===== src/rtl/dmi_pkg.sv =====
// dmi_pkg: shared DMI encodings, FSM state and request/response types
package dmi_pkg;
    localparam int DMI_ABITS = 7;
    localparam logic [1:0] DMI_OP_NOP = 2'd0;
    localparam logic [1:0] DMI_OP_READ = 2'd1;
    localparam logic [1:0] DMI_OP_WRITE = 2'd2;
    localparam logic [1:0] DMI_RESP_OK = 2'd0;
    localparam logic [1:0] DMI_RESP_FAILED = 2'd2;
    localparam logic [1:0] DMI_RESP_BUSY = 2'd3;
    typedef enum logic [1:0] {IDLE, REQ, WAIT} dmi_state_t;
    typedef struct packed {
        logic [DMI_ABITS-1:0] addr;
        logic [31:0] data;
        logic [1:0] op;
    } dmi_req_t;
    typedef struct packed {
        logic [31:0] data;
        logic [1:0] resp;
    } dmi_resp_t;
endpackage


===== src/rtl/dmi_dtm_initiator_if.sv =====
// dmi_dtm_initiator_if: DMI request/response channel between transport (master) and debug module (slave)
interface dmi_dtm_initiator_if import dmi_pkg::*; #(parameter int ABITS = DMI_ABITS);
    logic req_valid;
    logic req_ready;
    logic [ABITS-1:0] req_addr;
    logic [31:0] req_data;
    logic [1:0] req_op;
    logic resp_valid;
    logic resp_ready;
    logic [31:0] resp_data;
    logic [1:0] resp_resp;
    modport master(output req_valid, req_addr, req_data, req_op, resp_ready,
                   input req_ready, resp_valid, resp_data, resp_resp);
    modport slave(input req_valid, req_addr, req_data, req_op, resp_ready,
                  output req_ready, resp_valid, resp_data, resp_resp);
endinterface


===== src/rtl/dmi_timeout_ctr.sv =====
// dmi_timeout_ctr: counts cycles while enabled and flags expiry on the LIMIT-th cycle
module dmi_timeout_ctr #(parameter int unsigned LIMIT = 1024) (
    input logic clock,
    input logic reset_n,
    input logic enable,
    input logic clear,
    output logic expired
);
    localparam int W = $clog2(LIMIT + 1);
    logic [W-1:0] count;
    assign expired = enable && count == W'(LIMIT - 1);
    // Count enabled cycles, restarting whenever cleared
    always_ff @(posedge clock or negedge reset_n) begin
        if (!reset_n) count <= '0;
        else if (clear) count <= '0;
        else if (enable && !expired) count <= count + 1'b1;
    end
endmodule


===== src/rtl/dmi_dtm_initiator.sv =====
// dmi_dtm_initiator: turns TAP dmi update/capture strobes into one outstanding DMI transaction; DMI_TIMEOUT_EN adds a response timeout
module dmi_dtm_initiator import dmi_pkg::*; #(
    parameter int ABITS = DMI_ABITS,
    parameter int unsigned TIMEOUT_CYCLES = 1024
) (
    input logic clock,
    input logic reset_n,
    input logic upd_valid,
    input logic [ABITS-1:0] upd_addr,
    input logic [31:0] upd_data,
    input logic [1:0] upd_op,
    input logic cap_valid,
    output logic [ABITS-1:0] cap_addr,
    output logic [31:0] cap_data,
    output logic [1:0] cap_op,
    input logic dmireset,
    input logic dmihardreset,
    output logic busy,
    dmi_dtm_initiator_if.master dmi
);
    dmi_state_t state, nextState;
    logic [1:0] sticky, errCode;
    logic [ABITS-1:0] reqAddr;
    logic [31:0] reqData;
    logic [1:0] reqOp;
    logic accept, reqFire, respFire, violation, timeout;
    assign accept = upd_valid && (upd_op == DMI_OP_READ || upd_op == DMI_OP_WRITE) && sticky == DMI_RESP_OK;
    assign reqFire = state == REQ && dmi.req_ready;
    assign respFire = state == WAIT && dmi.resp_valid;
    assign violation = state != IDLE && ((upd_valid && upd_op != DMI_OP_NOP) || cap_valid);
    assign errCode = (respFire && dmi.resp_resp != DMI_RESP_OK) ? dmi.resp_resp :
                     violation ? DMI_RESP_BUSY :
                     timeout ? DMI_RESP_FAILED : DMI_RESP_OK;
`ifdef DMI_TIMEOUT_EN
    dmi_timeout_ctr #(.LIMIT(TIMEOUT_CYCLES)) uTimeout (
        .clock(clock),
        .reset_n(reset_n),
        .enable(state == WAIT),
        .clear(state != WAIT),
        .expired(timeout)
    );
`else
    assign timeout = (TIMEOUT_CYCLES == 0) && 1'b0;
`endif
    // State register
    always_ff @(posedge clock or negedge reset_n) begin
        if (!reset_n) state <= IDLE;
        else state <= nextState;
    end
    // Next state: hard reset wins, then one transition per phase of the transaction
    always_comb begin
        nextState = dmihardreset ? IDLE :
                    (state == IDLE && accept) ? REQ :
                    reqFire ? WAIT :
                    (respFire || timeout) ? IDLE : state;
    end
    // Outputs decoded from state and the held request/status registers
    always_comb begin
        dmi.req_valid = state == REQ;
        dmi.resp_ready = state != REQ;
        dmi.req_addr = reqAddr;
        dmi.req_data = reqData;
        dmi.req_op = reqOp;
        busy = state != IDLE;
        cap_op = sticky;
    end
    // Request latch, capture registers and first-error-wins sticky status
    always_ff @(posedge clock or negedge reset_n) begin
        if (!reset_n) begin
            reqAddr <= '0;
            reqData <= '0;
            reqOp <= '0;
            cap_addr <= '0;
            cap_data <= '0;
            sticky <= DMI_RESP_OK;
        end else begin
            if (!dmihardreset && state == IDLE && accept) begin
                reqAddr <= upd_addr;
                reqData <= upd_data;
                reqOp <= upd_op;
            end
            if (!dmihardreset && reqFire) cap_addr <= reqAddr;
            if (!dmihardreset && respFire) cap_data <= dmi.resp_data;
            if (dmihardreset || dmireset) sticky <= DMI_RESP_OK;
            else if (sticky == DMI_RESP_OK) sticky <= errCode;
        end
    end
endmodule


===== src/flat_wrapper.sv =====
// flat-port wrapper written by rule: the top's interface ports become plain ports
module dmi_dtm_initiator_flat import dmi_pkg::*;
#(
    parameter int ABITS = DMI_ABITS,
    parameter int unsigned TIMEOUT_CYCLES = 1024
)
  (clock, reset_n, upd_valid, upd_addr, upd_data, upd_op, cap_valid, cap_addr, cap_data, cap_op, dmireset, dmihardreset, busy, dmi_req_valid, dmi_req_addr, dmi_req_data, dmi_req_op, dmi_resp_ready, dmi_req_ready, dmi_resp_valid, dmi_resp_data, dmi_resp_resp);
  dmi_dtm_initiator_if #(.ABITS(ABITS)) dmi_i ();
  input logic clock;
  input logic reset_n;
  input logic upd_valid;
  input logic [ABITS-1:0] upd_addr;
  input logic [31:0] upd_data;
  input logic [1:0] upd_op;
  input logic cap_valid;
  output logic [ABITS-1:0] cap_addr;
  output logic [31:0] cap_data;
  output logic [1:0] cap_op;
  input logic dmireset;
  input logic dmihardreset;
  output logic busy;
  output wire logic [$bits(dmi_i.req_valid)-1:0] dmi_req_valid;
  output wire logic [$bits(dmi_i.req_addr)-1:0] dmi_req_addr;
  output wire logic [$bits(dmi_i.req_data)-1:0] dmi_req_data;
  output wire logic [$bits(dmi_i.req_op)-1:0] dmi_req_op;
  output wire logic [$bits(dmi_i.resp_ready)-1:0] dmi_resp_ready;
  input wire logic [$bits(dmi_i.req_ready)-1:0] dmi_req_ready;
  input wire logic [$bits(dmi_i.resp_valid)-1:0] dmi_resp_valid;
  input wire logic [$bits(dmi_i.resp_data)-1:0] dmi_resp_data;
  input wire logic [$bits(dmi_i.resp_resp)-1:0] dmi_resp_resp;
  assign dmi_req_valid = dmi_i.req_valid;
  assign dmi_req_addr = dmi_i.req_addr;
  assign dmi_req_data = dmi_i.req_data;
  assign dmi_req_op = dmi_i.req_op;
  assign dmi_resp_ready = dmi_i.resp_ready;
  assign dmi_i.req_ready = dmi_req_ready;
  assign dmi_i.resp_valid = dmi_resp_valid;
  assign dmi_i.resp_data = dmi_resp_data;
  assign dmi_i.resp_resp = dmi_resp_resp;
  dmi_dtm_initiator #(.ABITS(ABITS), .TIMEOUT_CYCLES(TIMEOUT_CYCLES)) u_core (.clock(clock), .reset_n(reset_n), .upd_valid(upd_valid), .upd_addr(upd_addr), .upd_data(upd_data), .upd_op(upd_op), .cap_valid(cap_valid), .cap_addr(cap_addr), .cap_data(cap_data), .cap_op(cap_op), .dmireset(dmireset), .dmihardreset(dmihardreset), .busy(busy), .dmi(dmi_i));
endmodule

===== config.mk =====
export PLATFORM = sky130hd
export DESIGN_NAME = dmi_dtm_initiator_flat
export DESIGN_NICKNAME = d
export VERILOG_FILES = /design/src/rtl/dmi_pkg.sv /design/src/rtl/dmi_dtm_initiator_if.sv /design/src/rtl/dmi_timeout_ctr.sv /design/src/rtl/dmi_dtm_initiator.sv /design/src/flat_wrapper.sv
export SDC_FILE = /design/constraint.sdc
export NUM_CORES = 1
export LEC_CHECK = 0
export CAP_MARGIN = 30
export CORE_ASPECT_RATIO = 0.8
export CORE_UTILIZATION = 44
export CTS_CLUSTER_DIAMETER = 60
export DETAILED_ROUTE_END_ITERATION = 16
export GPL_ROUTABILITY_DRIVEN = 0
export MAX_ROUTING_LAYER = met4
export PLACE_DENSITY_LB_ADDON = 0.3
export SLEW_MARGIN = 10
export SYNTH_ARGS = -nofsm -noshare
export SYNTH_HDL_FRONTEND = slang
export SYNTH_HIERARCHICAL = 1
export SYNTH_SLANG_ARGS = --single-unit

===== constraint.sdc =====
create_clock -name clock -period 2.33 [get_ports clock]
set_input_delay 0.233 -clock clock [delete_from_list [all_inputs] [get_ports clock]]
set_output_delay 0.233 -clock clock [all_outputs]
set_load 0.02 [all_outputs]

==> results.md <==
* Post-synth top area cell: dfrtp_1
* Core Util, Final at 73.8%
* Final Setup Violations at 0
* GRT Residual Overflow at 0
* Core area at 7460 µm²
* Final ANT Viol Nets at 0
* # clock sinks at 84
* Top Ports at 168
* Worst Setup SP: u_core/state[1]
* I/O Buffers at 167
* Later-pin clock latency in the skew report at 0.35 ns
* Slew Limit Fails at 0
* Met1 Resource Use GR at 25.4%
* CTS buffer count at 9
* H-tree lvl count at 3
* Final Skew at 0.00820 ns
* Rows at 28
* Die H at 81.1 µm
* Total GRT Usage at 20.3%
* Maximum vdd ir drop at 0.647 mV
* Leakage at 0.00247 µW
* Max Clk Rate at 0.510 GHz
* Crit path DAT at 2.20 ns
* Reg-to-reg startpoint: u_core/state[1]
* Top cells by area, synth: dfrtp_1 61%, mux2_4 17%, mux2_2 13%
* Via count at 2321
* Root buf cell: clkbuf_8
* Pre-antenna DRT Iters at 4
* Synth Area per Inst at 17.2 µm²
* Drt first-iter violations at 58
* Initial antenna violation count at 0
* RSZ-0062 raised after global routing: false
* Hold_buf cts at 1
* CTS tree: yes
* Clock-pin slew on the worst setup and hold paths at 0.08 ns
* HP Class: in -> async
* Status: finished, final reports clean
* Crit path time final at 1.96 ns
* Layout Nets at 461
* Initial Util at 46.1%
* Synth cell types at 22
* Synth async-reset ratio at 100%
* Met3 Resource Use GR at 7.40%
* Mapped Cells at 200
* Total wire length at 7910 µm
* Crit path required time at 2.57 ns
* Share of layout cells above drive strength 1 at 28.3%
* Number of synthesized register bits at 84
* Synth top area share at 61.2%
* Fin cells at 487
* Largest net degree at the start of global routing at 49
* Max_slew headroom at 57.7%
* Vias in the first global route at 2428
* Grt met2 use at 29.4%
* Crit-path max FO at 12
* Seq/Total Area, Yosys at 61.2%
* Vias per std cell at 4.77
* Number of post-CTS setup repair buffers at 0
* Pwr/cell area at 1110 nW/µm²
* Actual slew at the worst max-slew pin at 0.634 ns
* DR WL/cell at 16.2 µm
* Drt drc at 0
* # diodes at 0
* Cell family with most CP delay: simple AND/OR/NAND/NOR gates
* Global-route wire length before repair at 12000 µm
* WS Path Type: reg -> reg
* Tcrit/Tclk final at 84.2%
* Final TNS setup at 0 ns
* Die ar. at 8170 µm²
* CP max stage delay at 0.45 ns
* CP Cell Sequence: nor4_2 -> nand4b_4 -> buf_4 -> mux2_4
* Yosys warning total at 6
* Hpwl dp at 5870 µm
* Top post-synthesis cells by count: 84 x dfrtp_1, 41 x mux2_2, 39 x mux2_4, 6 x nor2b_1
* MaxCap Viol Count at 0
* Synth Flop Type: dfrtp_1
* Synthesized cell area at 3440 µm²
* Post-synth EDFFs at 0
* Crit. End Element: flip-flop
* Die X at 101 µm
* Slowest CP cell: dfrtp_1
* Most frequent cell after synthesis: dfrtp_1
* Crit path buf inv count at 1
* Maximum root-to-sink buffer count at 2
* Crit start category: flip-flop
* Syn Nets at 284
* Area grow syn2layout at 60.1%
* Post-CTS sizing at 0
* Layer with the highest usage: met2
* Final Hold Violating Endpoints at 0
* Post-Place Cells at 470
-- worst register-to-register path, delay by kind of cell (launching register included) --
kind          cells  cell delay [ns]
buf+inv           1             0.32
flops             1             0.45
mux               1             0.31
simple gates      2             0.78
-- path summary, 6_finish.rpt --
| path | slack, ns | depth (start not counted) | to |
|---|---|---|---|
| setup / recovery | 0.37 | 4 | u_core/dmi.req_op[1] |
| hold / removal | 0.44 | 2 | u_core/cap_data[31] |
| setup reg to reg | 0.37 | 4 | u_core/dmi.req_op[1] |
| hold reg to reg | 0.51 | 1 | u_core/cap_data[8] |
| max in group asynchronous | 1.25 | 3 | u_core/cap_addr[2] |
| min in group clock | 0.45 | 2 | u_core/cap_op[1] |
-- flip-flops by register name (all words and copies together), names as in the netlist --
| register | flops |
|---|---|
| u_core/state | 2 |
| u_core/dmi.req_data | 32 |
| u_core/dmi.req_addr | 7 |
| u_core/cap_addr | 7 |
| u_core/dmi.req_op | 2 |
| u_core/cap_op | 2 |
| u_core/cap_data | 32 |
-- layout make-up --
class	count	area [µm²]
inverters	4	15.0
clock buffers	11	141
clock inverters	5	85.1
well taps	105	131
multi-input cells	104	1250
fillers	520	1960
flip-flops and latches	84	2100
repair buffers	174	1770
-- per-stage QoR --
step                      setup WS (ns)  power (µW)  hold WS [ns]  instance area [µm²]
after detailed placement          0.180        4990         0.297                 5270
after global routing              0.287        6390         0.465                 5500
after global placement            0.236        4930         0.291                 5270
after CTS                         0.343        6180         0.442                 5500
final                             0.368        6110         0.441                 5500
after floorplan                   0.738        3590       -0.0626                 3440
-- placed cells by master (no fill, tap or decap) --
cell type	Yosys	final
clkdlybuf4s50_1	0	166
dfrtp_1	84	84
mux2_2	41	41
mux2_4	39	39
clkbuf_8	0	10
nor2b_1	6	6
inv_1	4	4
buf_12	0	4
buf_4	3	3
clkinv_4	0	2
bufinv_16	0	2
nand3b_1	2	2
nand4b_1	2	2
o211ai_1	2	2
a2111oi_0	2	2
clkinvlp_4	0	1
clkbuf_1	1	1
dlygate4sd3_1	0	1
and2b_2	1	1
or2_2	1	1
nor4_2	1	1
nand4b_4	1	1
nand2_1	1	1
nor3b_4	0	1
nor2_2	1	1
a2bb2oi_1	1	1
nor2_1	1	1
ha_1	1	1
-- routing by layer --
metal,share of wire [%],up-vias
met5,0,-
met4,2.3,0
met3,9.9,15
met2,43,124
met1,44,1122
li1,-,1060
-- power breakdown --
group / total [µW] / switching, µW / internal [µW]
Sequential: 2290 / 318 / 1970
Combinational: 2670 / 1130 / 1540
Clock: 1150 / 516 / 637
Total: 6110 / 1960 / 4150
-- logic make-up (layout without fill, tap and decap cells) --
| group | count (synthesis) | after routing | share of synthesized area [%] |
|---|---|---|---|
| multiplexers | 80 | 80 | 30.5 |
| buffers and inverters | 12 | 194 | 2.51 |
| adder cells (fa/ha/maj) | 1 | 1 | 0.364 |
| AND/OR/NAND/NOR | 18 | 18 | 4.30 |
| flip-flops | 84 | 84 | 61.2 |
| AO/OA/AOI/OAI | 5 | 5 | 1.20 |
(Power assumes the default switching activity.)
